File: src/rtl/game_pkg.sv
// Shared types and constants for the shot-count / ammo path.
package game_pkg;

    typedef enum logic [1:0] {
        READY     = 2'd0,
        EMPTY     = 2'd1,
        RELOADING = 2'd2
    } state_t;

    typedef logic [3:0] bcd_t;

    // Three-digit BCD count, hundreds in the top nibble so that the packed
    // value reads naturally as 12'hHTO.
    typedef struct packed {
        bcd_t hundreds;
        bcd_t tens;
        bcd_t ones;
    } count_t;

    localparam bcd_t BCD_NINE = 4'd9;
    localparam bcd_t BCD_ZERO = 4'd0;

endpackage

File: src/rtl/button_edge_sync.sv
// Two-flop synchronizer for a raw asynchronous button followed by a
// rising-edge detector; a held button yields a single one-cycle pulse.
module button_edge_sync (
    input  logic clk,
    input  logic reset,
    input  logic button,
    output logic rise
);

    logic sync_p0;
    logic sync_p1;
    logic dly_p2;

    // Synchronizer chain plus one delay flop for edge detection.
    always_ff @(posedge clk) begin
        if (reset) begin
            sync_p0 <= 1'b0;
            sync_p1 <= 1'b0;
            dly_p2  <= 1'b0;
        end else begin
            sync_p0 <= button;
            sync_p1 <= sync_p0;
            dly_p2  <= sync_p1;
        end
    end

    assign rise = sync_p1 & ~dly_p2;

endmodule

File: src/rtl/ammo_down_counter.sv
// BCD remaining-shot counter: decrements on each accepted fire press,
// reports empty, and runs a timed reload back to the magazine size.
module ammo_down_counter
    import game_pkg::*;
#(
    parameter bcd_t START_HUNDREDS = 4'd0,
    parameter bcd_t START_TENS     = 4'd3,
    parameter bcd_t START_ONES     = 4'd0,
    parameter int   RELOAD_CYCLES  = 100_000_000
) (
    input  logic       clk,
    input  logic       reset,
    input  logic       enable,
    input  logic       error,
    input  logic       fire_in,
    input  logic       reload_in,
    output logic [3:0] ones,
    output logic [3:0] tens,
    output logic [3:0] hundreds,
    output logic       empty,
    output logic       reloading,
    output logic       shot,
    output logic       dry_fire
);

    localparam int TIMER_W = $clog2(RELOAD_CYCLES + 1);
    // Loading N-1 and leaving on the cycle the timer reads 0 keeps the
    // RELOADING state for exactly RELOAD_CYCLES cycles.
    localparam logic [TIMER_W-1:0] TIMER_LOAD  = TIMER_W'(RELOAD_CYCLES - 1);
    localparam logic [TIMER_W-1:0] TIMER_ZERO  = '0;
    localparam count_t             START_COUNT = {START_HUNDREDS, START_TENS, START_ONES};
    localparam count_t             ONE_COUNT   = {BCD_ZERO, BCD_ZERO, 4'd1};
    localparam count_t             ZERO_COUNT  = {BCD_ZERO, BCD_ZERO, BCD_ZERO};

    // BCD decrement with borrow; callers never pass 000.
    function automatic count_t bcd_dec(input count_t c);
        count_t r;
        r = c;
        if (c.ones != BCD_ZERO) begin
            r.ones = c.ones - 4'd1;
        end else begin
            r.ones = BCD_NINE;
            if (c.tens != BCD_ZERO) begin
                r.tens = c.tens - 4'd1;
            end else begin
                r.tens     = BCD_NINE;
                r.hundreds = c.hundreds - 4'd1;
            end
        end
        return r;
    endfunction

    logic fire_rise;
    logic reload_rise;

    button_edge_sync u_fire_sync (
        .clk    (clk),
        .reset  (reset),
        .button (fire_in),
        .rise   (fire_rise)
    );

    button_edge_sync u_reload_sync (
        .clk    (clk),
        .reset  (reset),
        .button (reload_in),
        .rise   (reload_rise)
    );

    state_t             state;
    state_t             state_nxt;
    count_t             count;
    count_t             count_nxt;
    logic [TIMER_W-1:0] timer;
    logic [TIMER_W-1:0] timer_nxt;
    logic               shot_nxt;
    logic               dry_fire_nxt;

    logic fire_ok;
    logic reload_ok;

    assign fire_ok   = fire_rise & enable & ~error;
    assign reload_ok = reload_rise & enable;

    // State, count, timer and pulse registers.
    always_ff @(posedge clk) begin
        if (reset) begin
            state    <= READY;
            count    <= START_COUNT;
            timer    <= TIMER_ZERO;
            shot     <= 1'b0;
            dry_fire <= 1'b0;
        end else begin
            state    <= state_nxt;
            count    <= count_nxt;
            timer    <= timer_nxt;
            shot     <= shot_nxt;
            dry_fire <= dry_fire_nxt;
        end
    end

    // Next-state, next-count and pulse decisions; reload outranks fire.
    always_comb begin
        state_nxt    = state;
        count_nxt    = count;
        timer_nxt    = timer;
        shot_nxt     = 1'b0;
        dry_fire_nxt = 1'b0;
        case (state)
            READY: begin
                if (reload_ok) begin
                    state_nxt = RELOADING;
                    timer_nxt = TIMER_LOAD;
                end else if (fire_ok && (count != ZERO_COUNT)) begin
                    shot_nxt  = 1'b1;
                    count_nxt = bcd_dec(count);
                    if (count == ONE_COUNT) begin
                        state_nxt = EMPTY;
                    end
                end
            end
            EMPTY: begin
                if (reload_ok) begin
                    state_nxt = RELOADING;
                    timer_nxt = TIMER_LOAD;
                end else if (fire_ok) begin
                    dry_fire_nxt = 1'b1;
                end
            end
            RELOADING: begin
                if (timer == TIMER_ZERO) begin
                    count_nxt = START_COUNT;
                    state_nxt = READY;
                end else begin
                    timer_nxt = timer - 1'b1;
                end
            end
            default: begin
                state_nxt = READY;
            end
        endcase
    end

    assign ones      = count.ones;
    assign tens      = count.tens;
    assign hundreds  = count.hundreds;
    assign empty     = (state == EMPTY);
    assign reloading = (state == RELOADING);

endmodule

File: config.mk
export PLATFORM = sky130hd
export DESIGN_NAME = ammo_down_counter
export DESIGN_NICKNAME = d
export VERILOG_FILES = /design/src/rtl/game_pkg.sv /design/src/rtl/button_edge_sync.sv /design/src/rtl/ammo_down_counter.sv
export SDC_FILE = /design/constraint.sdc
export NUM_CORES = 1
export LEC_CHECK = 0
export ABC_AREA = 1
export BUFFER_PORTS_ARGS = -buffer_cell sky130_fd_sc_hd__buf_2
export CORE_MARGIN = 5
export CORE_UTILIZATION = 45
export DETAILED_ROUTE_END_ITERATION = 8
export PLACE_DENSITY = 0.61
export SETUP_SLACK_MARGIN = 0.02
export SYNTH_ARGS = -nofsm -noshare
export SYNTH_HDL_FRONTEND = slang
export SYNTH_SLANG_ARGS = --single-unit
File: constraint.sdc
create_clock -name clk -period 2.4 [get_ports clk]
set_input_delay 0.48 -clock clk [delete_from_list [all_inputs] [get_ports clk]]
set_output_delay 0.48 -clock clk [all_outputs]
set_load 0.02 [all_outputs]
# --- Yosys cells after proc, flatten, opt, wreduce, memory -nomap -nowiden ---
# Cells that the tools add are included.
word_totals:
  out_inout_bits: 16
  ff_bits: 49
  ramBits: 0
  romBits: 0
  input_bits: 6
  latch_bits: 0
  elab_cells: 75
  memories: 0
op_classes:
  div: 0
  reduce_logical: 16
  magnitude_cmp: 0
  bitwise: 10
  addsub: 4
  n_eq_ne: 13
  n_shift: 0
  n_mul: 0
  muxes: 19
op_table:
  columns: ["cell", "n"]
  rows:
  - ["$mux 27", 2]
  - ["$pmux 27 s2", 1]
  - ["$mux 12", 3]
  - ["$logic_not 27->1", 1]
  - ["$sub 27x1->27 const B", 1]
  - ["$pmux 12 s2", 1]
  - ["$eq 12x1->1 const B", 1]
  - ["$mux 4", 3]
  - ["$reduce_bool 12->1", 1]
  - ["$sub 4x1->4 const B", 3]
  - ["$mux 2", 5]
  - ["$ne 2x2->1 const B", 5]
  - ["$mux 8", 1]
  - ["$reduce_and 4->1", 2]
  - ["$reduce_bool 4->1", 2]
  - ["$ne 2x1->1 const B", 3]
  - ["$ne 3x3->1 const B", 2]
  - ["$pmux 2 s3", 1]
  - ["$reduce_and 6->1", 1]
  - ["$reduce_or 3->1", 2]
  - ["$and 1x1->1", 5]
  - ["$not 1->1", 5]
  - ["$reduce_and 5->1", 1]
  - ["$reduce_bool 2->1", 2]
  - ["7 further kinds", 8]

# --- Longest topological paths before layout ---
logic_depth:
  ltp_word: 8
  mapped_depth: 13
  depth_no_buf: 13

# --- Modules after synthesis ---
# A second synthesis with hierarchy kept.
hier_totals:
  cells_unflattened: 433
  hier_area_um2: 2840.2
by_module_without_submodules:
  columns: ["mod", "seq_area_each_um2", "cells_per_inst", "n_inst", "area_per_inst_um2"]
  rows:
  - ["ammo_down_counter", 860.8, 413, 1, 2667.6]
  - ["button_edge_sync", 60.1, 10, 2, 86.3]

# --- Worst setup path after synthesis ---
# Ideal clock, no wire load.
synth_timing:
  path_type: "flip-flop to flip-flop"
  from: "register count, in the netlist ones[0]"
  to: "register count, in the netlist tens[0]"
  arrival_time_ps: 1657
  setup_slack_ps: 625
  period_less_slack_ps: 1775
  stages_incl_launch_ff: 11
  setup_time_ps: 118
  path_buffers: 0
  required_time_ps: 2282
  cell_sequence: "dfxtp_1 -> inv_1 -> ha_1 -> inv_1 -> nor2_1 -> nand3_1 -> nand2_1 -> o21ai_1 -> nand3_1 -> a21oi_1 -> nand2_1"
synth_via:
  elab_chain_cells: 4
  word_cells_on_any_way: 6
  cone_classes: "2 x eq/ne; 4 x reduce/logical"
synth_lines:
  columns: ["element", "line_no", "text"]
  rows:
  - ["start, declared", "ammo_down_counter.sv:72", "count_t count;"]
  - ["start signal, assigned", "ammo_down_counter.sv:95", "count <= count_nxt;"]
  - ["$reduce_bool 12->1", "ammo_down_counter.sv:114", "end else if (fire_ok && (count != ZERO_COUNT)) begin"]
  - ["$logic_and 1x1->1", "ammo_down_counter.sv:114", null]
  - ["$ne 2x2->1 (no line)", null, null]
  - ["$reduce_and 5->1 (no line) (*)", null, null]
# Every way passes the cells marked *; elsewhere a longest branch is shown, timed or not.
# A chain may end at the register's enable or synchronous reset.

# --- Worst setup path in the final report ---
layout_timing:
  from: "register timer[0]"
  to: "register timer[23]"
layout_via:
  elab_chain_cells: 3
  word_cells_on_any_way: 6
  cone_classes: "1 x add/sub; 1 x eq/ne; 2 x mux; 2 x reduce/logical"
layout_lines:
  columns: ["element", "line_no", "text"]
  rows:
  - ["start, declared", "ammo_down_counter.sv:74", "logic [TIMER_W-1:0] timer;"]
  - ["start signal, assigned", "ammo_down_counter.sv:96", "timer <= timer_nxt;"]
  - ["$sub 27x1->27 or $logic_not 27->1 (tied branches)", "ammo_down_counter.sv:135, ammo_down_counter.sv:131", null]
  - ["$mux 27 or $ne 2x2->1 (tied branches)", null, null]
  - ["$pmux 27 s2 or $reduce_and 3->1 (tied branches)", null, null]
# Parallel ways exist; a longest one is shown, timed or not. The select of a mux whose other input is x is not followed.

==> metrics.cfg <==
[status]
status=completed

[placed_design]
placedInstanceArea_um2=3070
portBuffers=21
dp_hpwl_mm=5.24
gp_congestion=0.894

[synth]
ys_ff_latch=49
yosys_warnings=0
synthCells=444
synth_ff_type=dfxtp_1
async_flop_share_pct=0
synth_nets=454
ys_types=34
avgSynthCellArea_um2=6.50
ys_seq_area_share_pct=34.0
syn-cell-area_um2=2890
synth_edf_count=0

[routing]
wl_per_cell_um=12.8
viasPerCell=5.05
wl_mm=7.00
drtAntennaViolNets=0
drtIter0Drc=127
drc=0
num_vias=2751
firstDrtPassIters=4

[clock_tree]
holdBufCountCts=0
clock_latency_ps=310
clk_path_buf_depth=2
cts_buffers=5
cts_tree=yes
cts_setup_buffers=0
cts.clk_slew.worst_paths_ps=100
clock-sinks=49
cts_resized=0
h-tree-depth=2
cts-root-buf=clkbuf_8

[critical_path]
reg2reg_depth=10
crit_type=reg -> reg
slowest_stage=dfxtp_1
start_kind=flip-flop
slowest_delay_ps=340
cp_num_buf_inv=2
worstPathRequired_ps=2650
critPathCaptureType=flip-flop
crit_chain=inv_1 > ha_1 > nand2_1 > nor2_1 > nand2_2 > o21ai_4 > nand2_4 > inv_4 > nand2_1 > a21oi_2
crit_top_cell=nand2_1
path_delay_family=simple AND/OR/NAND/NOR gates
crit_arrival_ps=2250
reg2reg_slack_ps=400
r2r_start=timer[0]
worstReg2RegEnd=timer[23]
path_max_fanout=24

[final_layout]
diodes=0
drive_above_1_share_pct=15.2
stdcell_area_um2=3160
nNetsFinal=477
area_delta_synth_final_pct=9.62

[grt]
grt_max_degree=25
grt_pass1_wl_mm=12.2
grt_pass1_vias=2569
grt_overflow=0
grt.total_usage_pct=17.8
antenna_found_initial=0

[power]
pwr-share-clk_pct=25.8
p_switching_uw=774
ir_drop_v=0.000284
p_int_uw=1290
pwr-share-seq_pct=43.2
powerDensity_nw_per_um2=653
p_leak_uw=0.00145
netSwitchingFraction_pct=37.5
comb_power_share_pct=31.0

[min_path]
hp-start=fire_in
hp-class=in -> reg
min_path_cells=3
min_to=u_fire_sync.sync_p0

[floorplanning]
ioPinCount=22
start_util_pct=46.0
die_width_um=90.1
fp.dieH_um=90.1
core-area_um2=6280
die_area_um2=8120
row_count=29

[sta]
finalCritPeriodShare_pct=83.3
worst_pin_slew_ps=604
fmax_ghz=0.500
drv_slew=0
finalClockSkew_ps=9.69
whs_ps=355
setup_viol=0
max_slew_margin_pct=59.4
hold_viol_final=0
setup-tns-final_ps=0
rsz0062_at_grt=no
fin_crit_ps=2000

[run]
drv_cap=0

[kinds of logic (layout without fill, tap and decap cells)]
group | after synthesis | count (layout) | synth area share (%)
xor+xnor | 12 | 12 | 3.64
buf+inv | 58 | 82 | 8.54
simple gates | 262 | 262 | 39.7
flops | 49 | 49 | 34.0
fa+ha+maj | 4 | 4 | 1.73
compound gates | 59 | 59 | 12.4
[cell usage after synthesis, types with 2 or more instances]
library cell | number | area [um2]
inv_1 | 44 | 165
nor3_1 | 6 | 30.0
dfxtp_1 | 49 | 981
o21ai_0 | 14 | 70.1
nand3_1 | 34 | 170
a21oi_2 | 9 | 78.8
a21oi_1 | 28 | 140
nand2_2 | 8 | 50.1
xnor2_1 | 3 | 26.3
xor2_1 | 9 | 78.8
clkbuf_1 | 8 | 30.0
ha_1 | 4 | 50.1
nor2_4 | 3 | 33.8
nor2_2 | 5 | 31.3
nor2_1 | 75 | 282
o2111ai_1 | 2 | 17.5
or2_2 | 6 | 37.5
buf_4 | 2 | 15.0
nand2_1 | 110 | 413
nand4_1 | 11 | 68.8
[per-layer routing]
metal / global-route usage [%] / up-vias / share of wire (%)
li1: - / 1464 / -
met4: 4.47 / 0 / 0.86
met2: 27.1 / 48 / 42
met1: 26.0 / 1234 / 53
met5: 0 / - / 0
met3: 3.09 / 5 / 4.1
[power by group through the flow]
| stage | registers, uW | logic [uW] | clock network (uW) |
|---|---|---|---|
| detailed placement | 910 | 635 | 0 |
| finish | 892 | 641 | 533 |
| CTS | 891 | 640 | 558 |
| global route | 898 | 732 | 593 |
| global placement | 910 | 628 | 0 |
| floorplan | 909 | 500 | 0 |
[cell type report]
type	instances	area, um2
Clock buffer	5	68.8
Clock inverter	3	26.3
Tap cell	77	96.3
Sequential cell	49	981
Timing Repair Buffer	28	158
Fill cell	647	3110
Multi-Input combinational cell	337	1660
Inverter	46	175
[tightest hold or removal path: stages]
cell    delay (ps)
buf_2           90
inv_1           40
nor2_1          30
[registers in the layout, indices dropped and copies added (netlist names)]
signal and cells:
u_reload_sync.sync_p1 1, u_reload_sync.sync_p0 1, u_fire_sync.dly_p2 1, timer 27
hundreds 4, u_fire_sync.sync_p1 1, ones 4, state 2
dry_fire 1, tens 4, u_fire_sync.sync_p0 1, shot 1
u_reload_sync.dly_p2 1
[layout by cell type, fill, tap and decap left out, drive strengths merged]
cell type,n
o31ai,1
nor4,1
ha,4
nor3,6
a31oi,1
a21oi,37
inv,49
buf,28
xor2,9
o21ai,16
o2111ai,2
nand4,11
a211oi,1
or2,7
nand3,34
nand2,119
nor2,83
nand3b,1
xnor2,3
o21bai,1
clkbuf,5
dfxtp,49
[metrics by stage]
stage          total power [uW]  instances  worst slack [ps]  utilization [%]
2_1_floorplan              1410        444               625                -
3_3_place_gp               1540        537               509             48.9
3_5_place_dp               1540        537               442             48.9
4_1_cts                    2090        545               403             50.4
5_1_grt                    2220        545               161             50.4
6_report                   2070        545               401             50.4
[worst max path at each step]
stage | from | to | slack [ps] | cells after the start
floorplan | ones[0] | tens[0] | 630 | 10
global placement | timer[0] | timer[4] | 510 | 10
detailed placement | timer[0] | timer[10] | 440 | 12
CTS | timer[0] | timer[10] | 400 | 12
global route | timer[0] | ones[3] | 160 | 12
finish | timer[0] | timer[23] | 400 | 10
(Power assumes the default switching activity.)
